===== src/rtl/key_buf_pkg.sv =====
// key_buf_pkg
// Shared types and constants for the keypad entry buffer.
//   key_state_t   : entry FSM states (EMPTY, FILL, FULL)
//   DEF_*_CODE    : default in-band control codes (clear, backspace, enter)
//   cnt_width()   : width of a 0..depth digit counter
package key_buf_pkg;

  typedef enum logic [1:0] {
    EMPTY = 2'd0,
    FILL  = 2'd1,
    FULL  = 2'd2
  } key_state_t;

  localparam logic [3:0] DEF_CLR_CODE = 4'hF;
  localparam logic [3:0] DEF_BS_CODE  = 4'hE;
  localparam logic [3:0] DEF_ENT_CODE = 4'hD;

  function automatic int unsigned cnt_width(input int unsigned depth);
    return $clog2(depth + 1);
  endfunction

endpackage


===== src/rtl/key_shift_reg.sv =====
// key_shift_reg
// DEPTH x CODE_W left-shifting digit register with a valid-digit count.
// Ports:
//   clk, rst   : clock, asynchronous active-low reset
//   clear      : empty the register (highest priority)
//   push       : append din at the LSB end
//   pop        : drop the newest digit (zero fill at the top)
//   sat_mode   : push while full -> 0: discard oldest, 1: drop din
//   din        : digit to append
//   data       : stored digits, newest in LSBs
//   cnt        : number of valid digits
//   full       : cnt == DEPTH
module key_shift_reg
  import key_buf_pkg::*;
#(
  parameter int unsigned CODE_W = 4,
  parameter int unsigned DEPTH  = 6,
  localparam int unsigned CNT_W = cnt_width(DEPTH)
) (
  input  logic                      clk,
  input  logic                      rst,
  input  logic                      clear,
  input  logic                      push,
  input  logic                      pop,
  input  logic                      sat_mode,
  input  logic [CODE_W-1:0]         din,
  output logic [DEPTH*CODE_W-1:0]   data,
  output logic [CNT_W-1:0]          cnt,
  output logic                      full
);

  assign full = (cnt == CNT_W'(DEPTH));

  always_ff @(posedge clk or negedge rst) begin
    if (!rst) begin
      data <= '0;
      cnt  <= '0;
    end else if (clear) begin
      data <= '0;
      cnt  <= '0;
    end else if (push) begin
      if (!full) begin
        data <= {data[(DEPTH-1)*CODE_W-1:0], din};
        cnt  <= cnt + CNT_W'(1);
      end else if (!sat_mode) begin
        // Full and discarding: the oldest digit falls off the top, count holds.
        data <= {data[(DEPTH-1)*CODE_W-1:0], din};
      end
    end else if (pop && (cnt != '0)) begin
      data <= {{CODE_W{1'b0}}, data[DEPTH*CODE_W-1:CODE_W]};
      cnt  <= cnt - CNT_W'(1);
    end
  end

endmodule


===== src/rtl/key_code_buffer.sv =====
// key_code_buffer
// Keypad entry buffer: keeps the last DEPTH digits, decodes in-band
// clear / backspace / enter codes and snapshots the entry on enter.
// Ports:
//   clk, rst      : clock, asynchronous active-low reset
//   press         : one-cycle key strobe
//   scan_code     : key code, valid with press
//   buf_code      : live entry, newest digit in LSBs
//   buf_flag      : thermometer of valid digits, bit0 = newest
//   buf_cnt       : valid digit count
//   full          : buf_cnt == DEPTH
//   overflow      : one-cycle pulse, digit pressed while full
//   commit_code   : entry snapshot taken at enter
//   commit_cnt    : digit count of the snapshot
//   commit_valid  : one-cycle pulse on commit
// Optional (KEY_BUF_ODD_FILTER_EN):
//   odd_code, odd_cnt : second buffer holding only odd digits
module key_code_buffer
  import key_buf_pkg::*;
#(
  parameter int unsigned        CODE_W   = 4,
  parameter int unsigned        DEPTH    = 6,
  parameter logic [CODE_W-1:0]  CLR_CODE = CODE_W'(DEF_CLR_CODE),
  parameter logic [CODE_W-1:0]  BS_CODE  = CODE_W'(DEF_BS_CODE),
  parameter logic [CODE_W-1:0]  ENT_CODE = CODE_W'(DEF_ENT_CODE),
  parameter bit                 SAT_MODE = 1'b0,
  localparam int unsigned       CNT_W    = cnt_width(DEPTH)
) (
  input  logic                      clk,
  input  logic                      rst,
  input  logic                      press,
  input  logic [CODE_W-1:0]         scan_code,
  output logic [DEPTH*CODE_W-1:0]   buf_code,
  output logic [DEPTH-1:0]          buf_flag,
  output logic [CNT_W-1:0]          buf_cnt,
  output logic                      full,
  output logic                      overflow,
  output logic [DEPTH*CODE_W-1:0]   commit_code,
  output logic [CNT_W-1:0]          commit_cnt,
  output logic                      commit_valid
`ifdef KEY_BUF_ODD_FILTER_EN
  ,
  output logic [DEPTH*CODE_W-1:0]   odd_code,
  output logic [CNT_W-1:0]          odd_cnt
`endif
);

  key_state_t state, state_nxt;

  logic is_clr, is_bs, is_ent, is_dig;
  logic bs_ok, ent_ok;
  logic live_clear;

  always_comb begin
    is_clr = press && (scan_code == CLR_CODE);
    is_bs  = press && (scan_code == BS_CODE);
    is_ent = press && (scan_code == ENT_CODE);
    is_dig = press && !(scan_code == CLR_CODE || scan_code == BS_CODE ||
                        scan_code == ENT_CODE);
    // The FSM state tracks emptiness, so BS/ENT on an empty buffer are no-ops.
    bs_ok      = is_bs  && (state != EMPTY);
    ent_ok     = is_ent && (state != EMPTY);
    live_clear = is_clr || ent_ok;
  end

  key_shift_reg #(
    .CODE_W (CODE_W),
    .DEPTH  (DEPTH)
  ) u_live (
    .clk      (clk),
    .rst      (rst),
    .clear    (live_clear),
    .push     (is_dig),
    .pop      (bs_ok),
    .sat_mode (SAT_MODE),
    .din      (scan_code),
    .data     (buf_code),
    .cnt      (buf_cnt),
    .full     (full)
  );

`ifdef KEY_BUF_ODD_FILTER_EN
  logic odd_full;
  logic odd_push, odd_pop;

  always_comb begin
    odd_push = is_dig && scan_code[0];
    // Pop only when the digit leaving the live buffer was itself odd.
    odd_pop  = bs_ok && buf_code[0];
  end

  key_shift_reg #(
    .CODE_W (CODE_W),
    .DEPTH  (DEPTH)
  ) u_odd (
    .clk      (clk),
    .rst      (rst),
    .clear    (live_clear),
    .push     (odd_push),
    .pop      (odd_pop),
    .sat_mode (SAT_MODE),
    .din      (scan_code),
    .data     (odd_code),
    .cnt      (odd_cnt),
    .full     (odd_full)
  );
`endif

  always_comb begin
    buf_flag = '0;
    for (int unsigned i = 0; i < DEPTH; i++) begin
      buf_flag[i] = (CNT_W'(i) < buf_cnt);
    end
  end

  always_ff @(posedge clk or negedge rst) begin
    if (!rst) state <= EMPTY;
    else      state <= state_nxt;
  end

  always_comb begin
    state_nxt = state;
    unique case (state)
      EMPTY: begin
        if (is_dig) state_nxt = FILL;
      end
      FILL: begin
        if (is_clr || is_ent)                               state_nxt = EMPTY;
        else if (is_bs && buf_cnt == CNT_W'(1))             state_nxt = EMPTY;
        else if (is_dig && buf_cnt == CNT_W'(DEPTH - 1))    state_nxt = FULL;
      end
      FULL: begin
        if (is_clr || is_ent) state_nxt = EMPTY;
        else if (is_bs)       state_nxt = FILL;
      end
      default: state_nxt = EMPTY;
    endcase
  end

  always_ff @(posedge clk or negedge rst) begin
    if (!rst) begin
      overflow     <= 1'b0;
      commit_code  <= '0;
      commit_cnt   <= '0;
      commit_valid <= 1'b0;
    end else begin
      overflow     <= is_dig && full;
      commit_valid <= ent_ok;
      if (ent_ok) begin
        commit_code <= buf_code;
        commit_cnt  <= buf_cnt;
      end
    end
  end

endmodule


===== config.mk =====
export PLATFORM = sky130hd
export DESIGN_NAME = key_code_buffer
export DESIGN_NICKNAME = d
export VERILOG_FILES = /design/src/rtl/key_buf_pkg.sv /design/src/rtl/key_shift_reg.sv /design/src/rtl/key_code_buffer.sv
export SDC_FILE = /design/constraint.sdc
export NUM_CORES = 1
export LEC_CHECK = 0
export ABC_AREA = 1
export CAP_MARGIN = 20
export CELL_PAD_IN_SITES_DETAIL_PLACEMENT = 2
export CELL_PAD_IN_SITES_GLOBAL_PLACEMENT = 2
export CORE_ASPECT_RATIO = 0.6
export CORE_MARGIN = 4
export CORE_UTILIZATION = 34
export CTS_BUF_LIST = sky130_fd_sc_hd__clkbuf_4 sky130_fd_sc_hd__clkbuf_8
export CTS_CLUSTER_DIAMETER = 40
export CTS_CLUSTER_SIZE = 14
export DETAILED_ROUTE_END_ITERATION = 8
export GPL_ROUTABILITY_DRIVEN = 0
export PLACE_DENSITY_LB_ADDON = 0.15
export SLEW_MARGIN = 40
export SYNTH_ARGS = -nofsm -noshare
export SYNTH_HDL_FRONTEND = slang
export SYNTH_SLANG_ARGS = --single-unit

===== constraint.sdc =====
create_clock -name clk -period 4.08 [get_ports clk]
set_input_delay 0.816 -clock clk [delete_from_list [all_inputs] [get_ports clk]]
set_output_delay 0.816 -clock clk [all_outputs]
set_load 0.05 [all_outputs]

==> flow_metrics.tcl, run 1 <==
set metrics [dict create \
    worstPathBufferInverterCount 3 \
    yosysSeqAreaShare_pct 47.7 \
    yosys.area.top_type_share_pct 47.7 \
    critPathSlowestCell "clkdlybuf4s50_1" \
    post-cts-setup-buffers 0 \
    vias_per_cell 4.83 \
    synth_xor_area_share_pct 0.576 \
    outcome "finished, final reports clean" \
    cp-end-kind "primary output" \
    internal_power_mw 1.65 \
    grt_pass1_vias 2671 \
    drv_slew 0 \
    syn2layout_area_growth_pct 30.1 \
    clk_latency_ns 0.34 \
    synthAdderAreaFrac_pct 2.06 \
    worstPathCellList "inv_1 -> ha_1 -> inv_1 -> nor2_1 -> a21oi_1 -> clkdlybuf4s50_1" \
    hpwl_um 6190 \
    p_seq_share_pct 28.8 \
    first_iter_violations 75 \
    finalHoldViolCount 0 \
    dieArea_um2 10600 \
    port_buffers 69 \
    power_leakage_nw 1.82 \
    skew_ns 0.00701 \
    finalSetupViolations 0 \
    dieWidth_um 130 \
    multiInputGateArea_um2 1270 \
    rsz0062_at_grt "no" \
    antenna_found_initial 0 \
    utilization_pct 45.9 \
    worstSetupPathType "reg2out" \
    synth_cells 305 \
    rr_startpoint "u_live.cnt[1]" \
    hp-class "in2async" \
    ios 70 \
    start_util_pct 35.3 \
    drtAntennaViolNets 0 \
    die_height_um 81.3 \
    h-tree-depth 3 \
    yosys_warnings 0 \
    drc 0 \
    holdBufCountCts 0 \
    reg2reg_to "u_live.cnt[0]" \
    diodes 0 \
    synth_fp_nets 317 \
    cp_top_family "buffers and inverters" \
    synth_compound_area_share_pct 21.3 \
    switchingPower_mw 1.69 \
    worstPathRequired_ns 3.26 \
    startpoint_type "flip-flop" \
    cellPowerDensity_nw_per_um2 844 \
    cap_violations 0 \
    fin_nets 385 \
    fin_ws_ns 0.929 \
    seqCellArea_um2 1450 \
    swShare_pct 50.5 \
    synth_ff_type "dfrtp_1" \
    placed_cell_area_um2 3770 \
    async_flop_share_pct 100 \
    synth-edff-count 0 \
    r2r_slack_ns 1.99 \
    pwr-share-comb_pct 56.1 \
    vias 2367 \
    ys_top_cells_by_area "dfrtp_1, o21ai_2, nand2_1, nand2_2, inv_1" \
    cts_tree "done" \
    path_clk_slew_ns 0.06 \
    wl_per_cell_um 17.3 \
    slew-limit-headroom_pct 44.9 \
    core_region_area_um2 8620 \
    critPathMaxFanout 8 \
    dp_slack_ns 1.13 \
    startpoint "u_live.cnt[1]" \
    fin_crit_sh_pct 77.2 \
    synth_largest_area_cell "dfrtp_1" \
    overflow 0 \
    final_layout_size_suffix_gt1_share_pct 28.8 \
    critPathMaxStageDelay_ns 0.81 \
    rows 26 \
    tightest_slew_ns 0.823 \
    cts_num_sinks 58 \
    cts_resized 0 \
    root_buffer "clkbuf_8" \
    reg2regPathDepth 10 \
    grtUsageTotal_pct 17.8 \
    cp.arrival_ns 2.34 \
    synth_common_cells "dfrtp_1, nand2_1, o21ai_2" \
    synthSimpleGateAreaFrac_pct 17.8 \
    ir_drop_mv 0.339 \
    syn_area_um2 3040 \
    p_clk_share_pct 15.1 \
    grt_max_degree 47 \
    fin_area_um2 3960 \
    fillers 914 \
    firstDrtPassIters 4 \
    synth_top_family_by_area "compound AO/OA/AOI/OAI gates" \
    synth_mux_area_share_pct 0 \
    clock.fmax_mhz 317 \
    ys_ff_latch 58 \
    cts_buffers 9 \
    syn_area_per_cell_um2 9.98 \
    yosysUniqueCellTypes 26 \
    grt_pass1_wl_um 14100 \
    tns_ns 0 \
    period_minus_slack_ns 3.15 \
    drt_wl_total_um 8500 \
    critical_path.most_common_cell "inv_1" \
    cts.path.max_buffers 2 \
]
-- worst register-to-register path, delay by kind of cell, from the launching register on --
family	cells	cell delay, ns
fa+ha+maj	1	0.22
buf+inv	2	0.26
flops	1	0.52
simple gates	7	0.99
-- how the worst max path moves through the flow --
| stage | to | cells past startpoint | slack [ns] |
|---|---|---|---|
| floorplan | buf_flag[2] | 2 | 1.18 |
| global placement | commit_code[2] | 6 | 1.14 |
| detailed placement | u_live.cnt[0] | 8 | 1.13 |
| CTS | buf_flag[1] | 6 | 0.89 |
| global route | buf_flag[1] | 6 | 0.74 |
| finish | buf_flag[1] | 6 | 0.93 |
-- through the flow --
stage	cells	total power, mW	hold WS, ns
2_1_floorplan	305	2.25	0.520
3_3_place_gp	472	2.81	0.466
3_5_place_dp	474	2.87	0.478
4_1_cts	490	3.39	0.495
5_1_grt	490	3.55	0.512
6_report	490	3.34	0.481
-- kinds of logic (layout without fill, tap and decap cells) --
family,count (synthesis),count (layout)
DFF,58,58
and+or+nand+nor,106,106
xor gates and xnor gates,2,2
AOI/OAI and AO/OA,77,77
buffers and inverters,57,130
adders and majority gates,5,5
-- layout by cell type (no fill, tap or decap) --
cell | netlist | layout
nor2_2 | 1 | 1
nand2_4 | 3 | 3
nor2_4 | 2 | 2
o21ai_1 | 7 | 7
buf_16 | 0 | 2
nand3_1 | 6 | 6
nand2_2 | 26 | 26
nand4_1 | 1 | 1
clkdlybuf4s50_1 | 0 | 68
inv_1 | 40 | 40
dfrtp_1 | 58 | 58
buf_4 | 3 | 2
clkbuf_8 | 0 | 12
nand3_4 | 2 | 2
o211ai_2 | 12 | 12
a21oi_1 | 1 | 1
o21ai_0 | 6 | 6
clkbuf_4 | 0 | 2
o211ai_1 | 6 | 6
o22ai_1 | 4 | 4
nand2_1 | 58 | 58
o21ai_2 | 41 | 41
nor2_1 | 7 | 7
ha_1 | 5 | 5
clkinv_2 | 0 | 2
xnor2_1 | 2 | 2
inv_2 | 2 | 2
-- power by group through the flow --
stage / clock (mW) / sequential [mW] / combinational, mW
floorplan: 0 / 1.58 / 0.662
global placement: 0 / 0.966 / 1.85
detailed placement: 0 / 0.977 / 1.89
CTS: 0.522 / 0.971 / 1.90
global route: 0.551 / 0.998 / 2.00
finish: 0.504 / 0.964 / 1.87
-- routing by layer --
metal / GRT usage, % / share of wire (%)
met2: 28.2 / 46
met4: 5.91 / 1.3
met5: 0 / 0
met3: 5.12 / 4.3
met1: 23.4 / 48
-- registers in the layout, indices dropped and copies added, names as in the netlist --
register,cells
commit_code,24
u_live.cnt,3
u_live.data,24
commit_valid,1
state,2
commit_cnt,3
overflow,1
-- cell type report --
type,count,share of cell area [%]
Tap cell,112,3.54
Clock inverter,2,0.253
Sequential cell,58,36.7
Multi-Input combinational cell,190,32.1
Timing Repair Buffer,72,19.0
Clock buffer,14,4.55
Inverter,42,3.98
Power figures use the tool's default switching activity.
==> run 2: changes to the inputs <==
--- a/config.mk
+++ b/config.mk
@@ -11,7 +11,7 @@
 export CELL_PAD_IN_SITES_GLOBAL_PLACEMENT = 2
 export CORE_ASPECT_RATIO = 0.6
 export CORE_MARGIN = 4
-export CORE_UTILIZATION = 34
+export CORE_UTILIZATION = 32
 export CTS_BUF_LIST = sky130_fd_sc_hd__clkbuf_4 sky130_fd_sc_hd__clkbuf_8
 export CTS_CLUSTER_DIAMETER = 40
 export CTS_CLUSTER_SIZE = 14
==> constraint.sdc (replaced) <==
create_clock -name clk -period 2.94 [get_ports clk]
set_input_delay 0.588 -clock clk [delete_from_list [all_inputs] [get_ports clk]]
set_output_delay 0.588 -clock clk [all_outputs]
set_load 0.05 [all_outputs]
==> run 2 against run 1 <==
  * Clock power increased by 47%
  * Flip-flop and latch count unchanged
  * Die area increased by 5.7%
  * Worst hold slack worse by 0.16 ns
  * Clock skew grew 0.00082 ns
  * Worst setup slack worse by 0.78 ns
  * Wire length is 1.5% higher
  * Global-route usage decreased by 1.1 points
  * Sequential share of layout area shrank 0.10 points
  * First-iteration DRC count is 53% higher
  * Sequential power grew 38%
  * Power increased by 40%
==> flow_metrics.tcl, run 2 (same netlist as run 1, synthesis figures left out) <==
set metrics [dict create \
    reg.largest.list "commit_code x24, u_live.data x24" \
    cts.path.max_buffers 2 \
    fin_ws_ns 0.146 \
    ir_drop_mv 0.463 \
    first_iter_violations 115 \
    syn2layout_area_growth_pct 30.5 \
    wl_per_cell_um 17.0 \
    met3WireLength_um 360 \
    wl_met1_um 4340 \
    cp.arrival_ns 2.21 \
    startpoint_type "flip-flop" \
    root_buffer "clkbuf_8" \
    finalSetupViolations 0 \
    port_buffers 69 \
    final_common_cell "clkdlybuf4s50_1" \
    fillers 1010 \
    cp-end-kind "primary output" \
    fin_nets 386 \
    skew_ns 0.00783 \
    final_layout_size_suffix_gt1_share_pct 28.6 \
    core_region_area_um2 9220 \
    top_layer "met4" \
    seqCellArea_um2 1450 \
    cts_num_sinks 58 \
    tns_ns 0 \
    tightest_slew_ns 0.622 \
    met2WireLength_um 3850 \
    slew-limit-headroom_pct 58.5 \
    critPathMaxFanout 8 \
    rsz0062_at_grt "no" \
    h-tree-depth 3 \
    holdBufCountCts 0 \
    finalHoldViolCount 0 \
    hp-class "in2async" \
    power_leakage_nw 1.82 \
    overflow 0 \
    clock.fmax_mhz 358 \
    cts_tree "done" \
    hpwl_um 6200 \
    cap_violations 0 \
    worstPathRequired_ns 2.35 \
    vias 2341 \
    cts_buffers 9 \
    ios 70 \
    fin_crit_sh_pct 95.0 \
    dpl.cell_count 493 \
    grtUsageTotal_pct 16.7 \
    diodes 0 \
    drt_wl_total_um 8630 \
    dieArea_um2 11200 \
    drtAntennaViolNets 0 \
    multiInputGateArea_um2 1270 \
    vias_per_cell 4.62 \
    path_clk_slew_ns 0.07 \
    drc 0 \
    grt_pass1_vias 2713 \
    antenna_found_initial 0 \
    stdcell_count 507 \
    rows 27 \
    clk_latency_ns 0.34 \
    dieWidth_um 134 \
    outcome "finished, final reports clean" \
    die_height_um 83.5 \
    grt_max_degree 59 \
    p_total_mw 4.69 \
    worstSetupPathType "reg2out" \
    firstDrtPassIters 4 \
    period_minus_slack_ns 2.79 \
    cellPowerDensity_nw_per_um2 1180 \
    start_util_pct 33.0 \
    dp_slack_ns 0.399 \
    final_cell_mix "clkdlybuf4s50_1, nand2_1, dfrtp_1" \
    grt_pass1_wl_um 14800 \
    drv_slew 0 \
]
run 2: final cells by class:
cell class / instances / area share [%]
well taps: 130 / 4.10
multi-input cells: 190 / 32.0
flip-flops and latches: 58 / 36.5
inverters: 42 / 3.97
clock inverters: 3 / 1.01
repair buffers: 73 / 18.6
clock buffers: 11 / 3.81
run 2: path summary, 6_finish.rpt:
check | startpoint | to | slack [ns] | cells past startpoint
min reg2reg | commit_code[0] | commit_code[0] | 0.49 | 2
min | rst | commit_code[21] | 0.32 | 2
max reg2reg | u_live.cnt[0] | u_live.data[20] | 0.94 | 9
max in group asynchronous | rst | commit_code[1] | 2.23 | 2
min in group clk | commit_code[0] | commit_code[0] | 0.49 | 2
max | u_live.cnt[0] | full | 0.15 | 5
run 2: metal layers:
layer | GRT usage [%] | up-vias
met5 | 0 | -
met2 | 25.3 | 46
met4 | 3.92 | 0
met3 | 4.88 | 9
met1 | 23.5 | 1161
li1 | - | 1125
run 2: critical path, cell delays in order, from the launching register on:
cell	delay (ns)
dfrtp_1	0.45
inv_1	0.27
ha_1	0.20
nand2_1	0.05
inv_1	0.09
clkdlybuf4s50_1	0.80
run 2: stage by stage:
stage / hold slack [ns] / instance area [µm²] / utilization (%)
after floorplan: 0.292 / 3040 / -
after global placement: 0.466 / 3770 / 40.9
after detailed placement: 0.475 / 3770 / 40.9
after CTS: 0.432 / 3960 / 43.0
after global routing: 0.357 / 3970 / 43.1
final: 0.319 / 3970 / 43.1
run 2: repair_timing:
item | in CTS | in global routing
buffers inserted | 0 | 0
endpoints found under the setup margin | 0 | 1
gates resized for setup | 0 | 1
run 2: power by group:
group / switching [mW] / internal [mW] / total [mW]
clock: 0.316 / 0.425 / 0.741
sequential: 0.255 / 1.07 / 1.33
combinational: 1.79 / 0.835 / 2.62
